===== src/rtl/jtgng_ram_dma.sv =====
// jtgng_ram_dma
// Copies LEN words from a CPU-shared source RAM into a private destination
// RAM. The CPU bus is taken with a bus_req/bus_ack handshake, reads stream
// through the source RAM's one-cycle registered read port, and each returned
// word is presented on the destination write port. Everything advances on
// ticks (clk edges with cen=1). The only exceptions are the start latch and
// the done clear, which act on every clk edge.
//
// Ports:
//   rst, clk, cen      synchronous active-high reset, clock, clock enable
//   start              transfer request (latched while idle)
//   busy, done         transfer in progress / one-clk completion pulse
//   bus_req, bus_ack   CPU bus request / grant
//   src_addr, src_q    source read address / data (valid one tick later)
//   dst_addr, dst_data, dst_we   destination write port
module jtgng_ram_dma #(
    parameter int unsigned DW  = 8,
    parameter int unsigned AW  = 9,
    parameter int unsigned LEN = 384
) (
    input  logic          rst,
    input  logic          clk,
    input  logic          cen,
    input  logic          start,
    output logic          busy,
    output logic          done,
    output logic          bus_req,
    input  logic          bus_ack,
    output logic [AW-1:0] src_addr,
    input  logic [DW-1:0] src_q,
    output logic [AW-1:0] dst_addr,
    output logic [DW-1:0] dst_data,
    output logic          dst_we
);

    typedef enum logic [1:0] {IDLE, REQ, COPY, DONE} state_t;

    localparam logic [AW:0]   LEN_C  = (AW+1)'(LEN);
    localparam logic [AW-1:0] LAST_A = AW'(LEN-1);

    state_t        state, state_nx;
    logic          pending, pending_nx;
    logic          rd_valid, rd_valid_nx;
    logic [AW:0]   wr_cnt, wr_cnt_nx;
    logic          busy_nx, done_nx, bus_req_nx, dst_we_nx;
    logic [AW-1:0] src_addr_nx, dst_addr_nx;
    logic [DW-1:0] dst_data_nx;
    logic [AW-1:0] src_addr_inc, src_addr_rew;

    // Reads saturate on the last word, so the extra reads issued while the
    // final captures drain stay inside the block.
    // On grant loss, the read address rewinds to the first uncaptured word.
    // It is clamped so that LEN = 2**AW cannot wrap.
    always_comb begin
        src_addr_inc = (src_addr < LAST_A) ? src_addr + 1'b1 : LAST_A;
        src_addr_rew = (wr_cnt >= LEN_C) ? LAST_A : wr_cnt[AW-1:0];
    end

    // State register and all registered outputs
    always_ff @(posedge clk) begin
        if (rst) begin
            state    <= IDLE;
            pending  <= 1'b0;
            rd_valid <= 1'b0;
            wr_cnt   <= '0;
            busy     <= 1'b0;
            done     <= 1'b0;
            bus_req  <= 1'b0;
            src_addr <= '0;
            dst_addr <= '0;
            dst_data <= '0;
            dst_we   <= 1'b0;
        end else begin
            state    <= state_nx;
            pending  <= pending_nx;
            rd_valid <= rd_valid_nx;
            wr_cnt   <= wr_cnt_nx;
            busy     <= busy_nx;
            done     <= done_nx;
            bus_req  <= bus_req_nx;
            src_addr <= src_addr_nx;
            dst_addr <= dst_addr_nx;
            dst_data <= dst_data_nx;
            dst_we   <= dst_we_nx;
        end
    end

    // Next-state logic
    always_comb begin
        state_nx = state;
        if (cen) begin
            case (state)
                IDLE: if (pending || start) state_nx = REQ;
                REQ:  if (bus_ack) state_nx = COPY;
                COPY: begin
                    if (!bus_ack)             state_nx = REQ;
                    else if (wr_cnt == LEN_C) state_nx = DONE;
                end
                DONE: state_nx = IDLE;
                default: state_nx = IDLE;
            endcase
        end
    end

    // Output / datapath next values
    always_comb begin
        pending_nx  = pending;
        rd_valid_nx = rd_valid;
        wr_cnt_nx   = wr_cnt;
        busy_nx     = busy;
        done_nx     = 1'b0;         // one-clk pulse, cleared regardless of cen
        bus_req_nx  = bus_req;
        src_addr_nx = src_addr;
        dst_addr_nx = dst_addr;
        dst_data_nx = dst_data;
        dst_we_nx   = dst_we;
        case (state)
            IDLE: begin
                if (start) pending_nx = 1'b1;
                if (cen && (pending || start)) begin
                    pending_nx  = 1'b0;
                    busy_nx     = 1'b1;
                    bus_req_nx  = 1'b1;
                    src_addr_nx = '0;
                    wr_cnt_nx   = '0;
                end
            end
            REQ: begin
                if (cen && bus_ack) begin
                    rd_valid_nx = 1'b1;
                    src_addr_nx = src_addr_inc;
                end
            end
            COPY: begin
                if (cen) begin
                    if (bus_ack) begin
                        // No capture once all LEN words are in, so the tick
                        // that moves to DONE only drops the write strobe.
                        if (rd_valid && wr_cnt != LEN_C) begin
                            dst_addr_nx = wr_cnt[AW-1:0];
                            dst_data_nx = src_q;
                            dst_we_nx   = 1'b1;
                            wr_cnt_nx   = wr_cnt + 1'b1;
                        end else begin
                            dst_we_nx   = 1'b0;
                        end
                        src_addr_nx = src_addr_inc;
                    end else begin
                        dst_we_nx   = 1'b0;
                        rd_valid_nx = 1'b0;
                        src_addr_nx = src_addr_rew;
                    end
                end
            end
            DONE: begin
                if (cen) begin
                    dst_we_nx  = 1'b0;
                    bus_req_nx = 1'b0;
                    busy_nx    = 1'b0;
                    done_nx    = 1'b1;
                end
            end
            default: ;
        endcase
    end

endmodule


===== config.mk =====
export PLATFORM = sky130hd
export DESIGN_NAME = jtgng_ram_dma
export DESIGN_NICKNAME = d
export VERILOG_FILES = /design/src/rtl/jtgng_ram_dma.sv
export SDC_FILE = /design/constraint.sdc
export NUM_CORES = 1
export LEC_CHECK = 0
export CORE_AREA = 2 2 68 70
export DETAILED_ROUTE_END_ITERATION = 8
export DIE_AREA = 0 0 70 72
export GPL_ROUTABILITY_DRIVEN = 0
export PLACE_DENSITY = 0.93
export RECOVER_POWER = 25
export REMOVE_ABC_BUFFERS = 1
export SETUP_SLACK_MARGIN = 0.3
export SYNTH_ARGS = -nofsm -noshare
export SYNTH_HDL_FRONTEND = slang
export SYNTH_SLANG_ARGS = --single-unit

===== constraint.sdc =====
create_clock -name clk -period 5.2 [get_ports clk]
set_input_delay 0.52 -clock clk [delete_from_list [all_inputs] [get_ports clk]]
set_output_delay 0.52 -clock clk [all_outputs]
set_load 0.005 [all_outputs]

==> impl_metrics.csv <==
group,metric,value,unit
drt,routed_wl,5000,um
cts,cts_root_buffer,"clkbuf_8",
finish,num_antenna_cells,0,
floorplan,io_pins,43,
grt,grt_util_all_layers,21.2,%
finish,fin_cells,358,
cts,ctsResizeCount,0,
finish,fillCellCount,367,
pwr,p_per_area,240,nW/um^2
logic_synthesis,synth-edff-count,0,
status,outcome,"finished, violations left",
drt,drc,0,
finish,drive_gt1_share,5.88,%
cts,tritoncts,"yes",
cts,clk_pin_slew,80,ps
finish,syn_to_final_growth,21.4,%
grt,first_global_vias,2024,
cts,clk_latency,300,ps
sta,fin_crit_sh,50.7,%
floorplan,fp.dieH,72,um
logic_synthesis,ys_ff_latch,43,
sta,drv_slew,39,
cts,postCtsSetupBuffers,0,
floorplan,die_area,5040,um^2
grt,grt_remaining_overflow,0,
cts,clk_path_buf_depth,2,
placement,dp_hpwl,3580,um
drt,vias_per_cell,5.85,
floorplan,fp-row-count,24,
cts,h-tree-depth,2,
logic_synthesis,synth_warnings,0,
critical_path,worstPathCellList,"inv_1, ha_1, nand2_1, nor3_4, mux2i_1, nor2_1",
critical_path,cp_top_family,"simple AND/OR/NAND/NOR gates",
finish,seq_area,861,um^2
cts,numClockSinks,43,
critical_path,path_max_fanout,18,
floorplan,start_util,54.0,%
sta,fin_hold_ws,492,ps
sta,fmax,0.379,GHz
sta,period_needed,2640,ps
status,violations,"max-capacitance violations, max-slew violations",
floorplan,core_area,4260,um^2
critical_path,slowest_stage,"nor3_4",
hold_path,min_path_type,"reg2reg",
finish,finalNetCount,328,
sta,worst_slack,2560,ps
cts,cts_hold_buf,0,
placement,numPortBuffers,42,
drt,dr.pass1.iters,4,
placement,dp_slack,2540,ps
grt,antenna_found_initial,0,
sta,grt_setup_unrepaired,"no",
logic_synthesis,syn-instance-count,269,
floorplan,die_w,70,um
sta,slew_headroom,-8.32,%
critical_path,path_class,"reg2reg",
logic_synthesis,ys_seq_area_share,37.4,%
drt,num_vias,2093,
critical_path,cp.arrival,2760,ps
logic_synthesis,synth_cell_types,52,
placement,placed_cells,351,
pwr,vdd_drop_max,188,uV
critical_path,max_stage_delay,870,ps
sta,tightest_slew,1620,ps
finish,multi_input_area,1320,um^2
sta,finalHoldViolCount,0,
drt,drt_iter0_markers,133,
pwr,p_leak,0.984,nW
critical_path,end_kind,"flop",
logic_synthesis,synth_ff_type,"dfxtp_1",
finish,postLayoutCoreUtil,65.5,%
logic_synthesis,synth_area_per_cell,8.56,um^2
grt,grt_max_degree,39,
critical_path,crit_buf_inv,1,
sta,finalClockSkew,7.71,ps
grt,grt_pass1_wl,8720,um
cts,cts_buffers,5,
drt,ant_nets,0,
run,maxCapViolations,1,
critical_path,start_kind,"flop",
drt,routedWlPerCell,14.0,um
logic_synthesis,async_flop_share,0,%
sta,setup_violations,0,
critical_path,cp.required,5320,ps
sta,finalSetupTns,0,ps
logic_synthesis,synthesis.area,2300,um^2
-- worst reg2reg max path, stage by stage, from the launching register on --
cell,delay (ps)
dfxtp_1,370
inv_1,120
ha_1,530
nand2_1,210
nor3_4,870
mux2i_1,310
nor2_1,60
-- routing by layer --
layer	share of wire, %	vias to the layer above	track usage [%]
met1	44	983	25.3
met2	46	74	35.9
li1	-	1026	-
met4	2.2	0	10.3
met5	0	-	0
met3	7.2	10	5.56
-- cell type report --
cell class,count,area share (%)
Multi-Input combinational cell,203,47.2
Timing Repair Buffer,43,15.2
Clock buffer,6,2.96
Sequential cell,43,30.8
Tap cell,52,2.33
Clock inverter,1,0.179
Inverter,10,1.34
-- final timing paths --
kind / startpoint / end / slack, ps / cells after the start
max reg2reg: state[0] / dst_data[0] / 2560 / 6
min: dst_addr[6] / dst_addr[6] / 490 / 2
min reg2reg: dst_addr[6] / dst_addr[6] / 490 / 2
max: state[0] / dst_data[0] / 2560 / 6
-- cell families after synthesis --
family                     after synthesis  share of synthesized area (%)
AOI/OAI and AO/OA                       66                           19.8
xor gates and xnor gates                 7                           2.66
adders and majority gates                9                           4.89
buffers and inverters                   23                           5.60
DFF                                     43                           37.4
muxes                                   19                           8.32
and+or+nand+nor                        102                           21.3
-- sequential cells by signal (all words and copies together), names as in the netlist, 2 cells and up --
signal    flops
src_addr      9
dst_addr      9
state         2
dst_data      8
wr_cnt       10
-- power by group --
part           total [mW]  switching (mW)  internal, mW
Combinational       0.108          0.0613        0.0471
Sequential          0.349          0.0115         0.338
Clock               0.214           0.110         0.104
Total               0.671           0.182         0.489
-- stage by stage --
stage | area, um^2 | total power [mW]
after floorplan | 2210 | 0.419
after detailed placement | 2710 | 0.464
after global routing | 2790 | 0.702
after CTS | 2800 | 0.674
final | 2790 | 0.671
after global placement | 2710 | 0.461
-- Yosys cell counts (5+ instances only) --
cell type	n	area, um^2
nor2_1	44	165
dfxtp_1	43	861
nand2_1	22	82.6
mux2i_1	18	180
a21oi_1	16	80.1
o21ai_0	14	70.1
inv_1	10	37.5
ha_1	9	113
nor3_1	7	35.0
clkbuf_1	5	18.8
or3_1	5	31.3
-- placed cells by master, fill, tap and decap left out, types with 5 or more instances in the layout --
cell / n
nor2_1: 44
nand2_1: 22
inv_1: 10
o21ai_0: 14
dfxtp_1: 43
ha_1: 9
nor3_1: 7
clkbuf_8: 6
dlygate4sd3_1: 16
mux2i_1: 18
a21oi_1: 16
clkdlybuf4s50_1: 26
or3_1: 5
(Power assumes the default switching activity.)
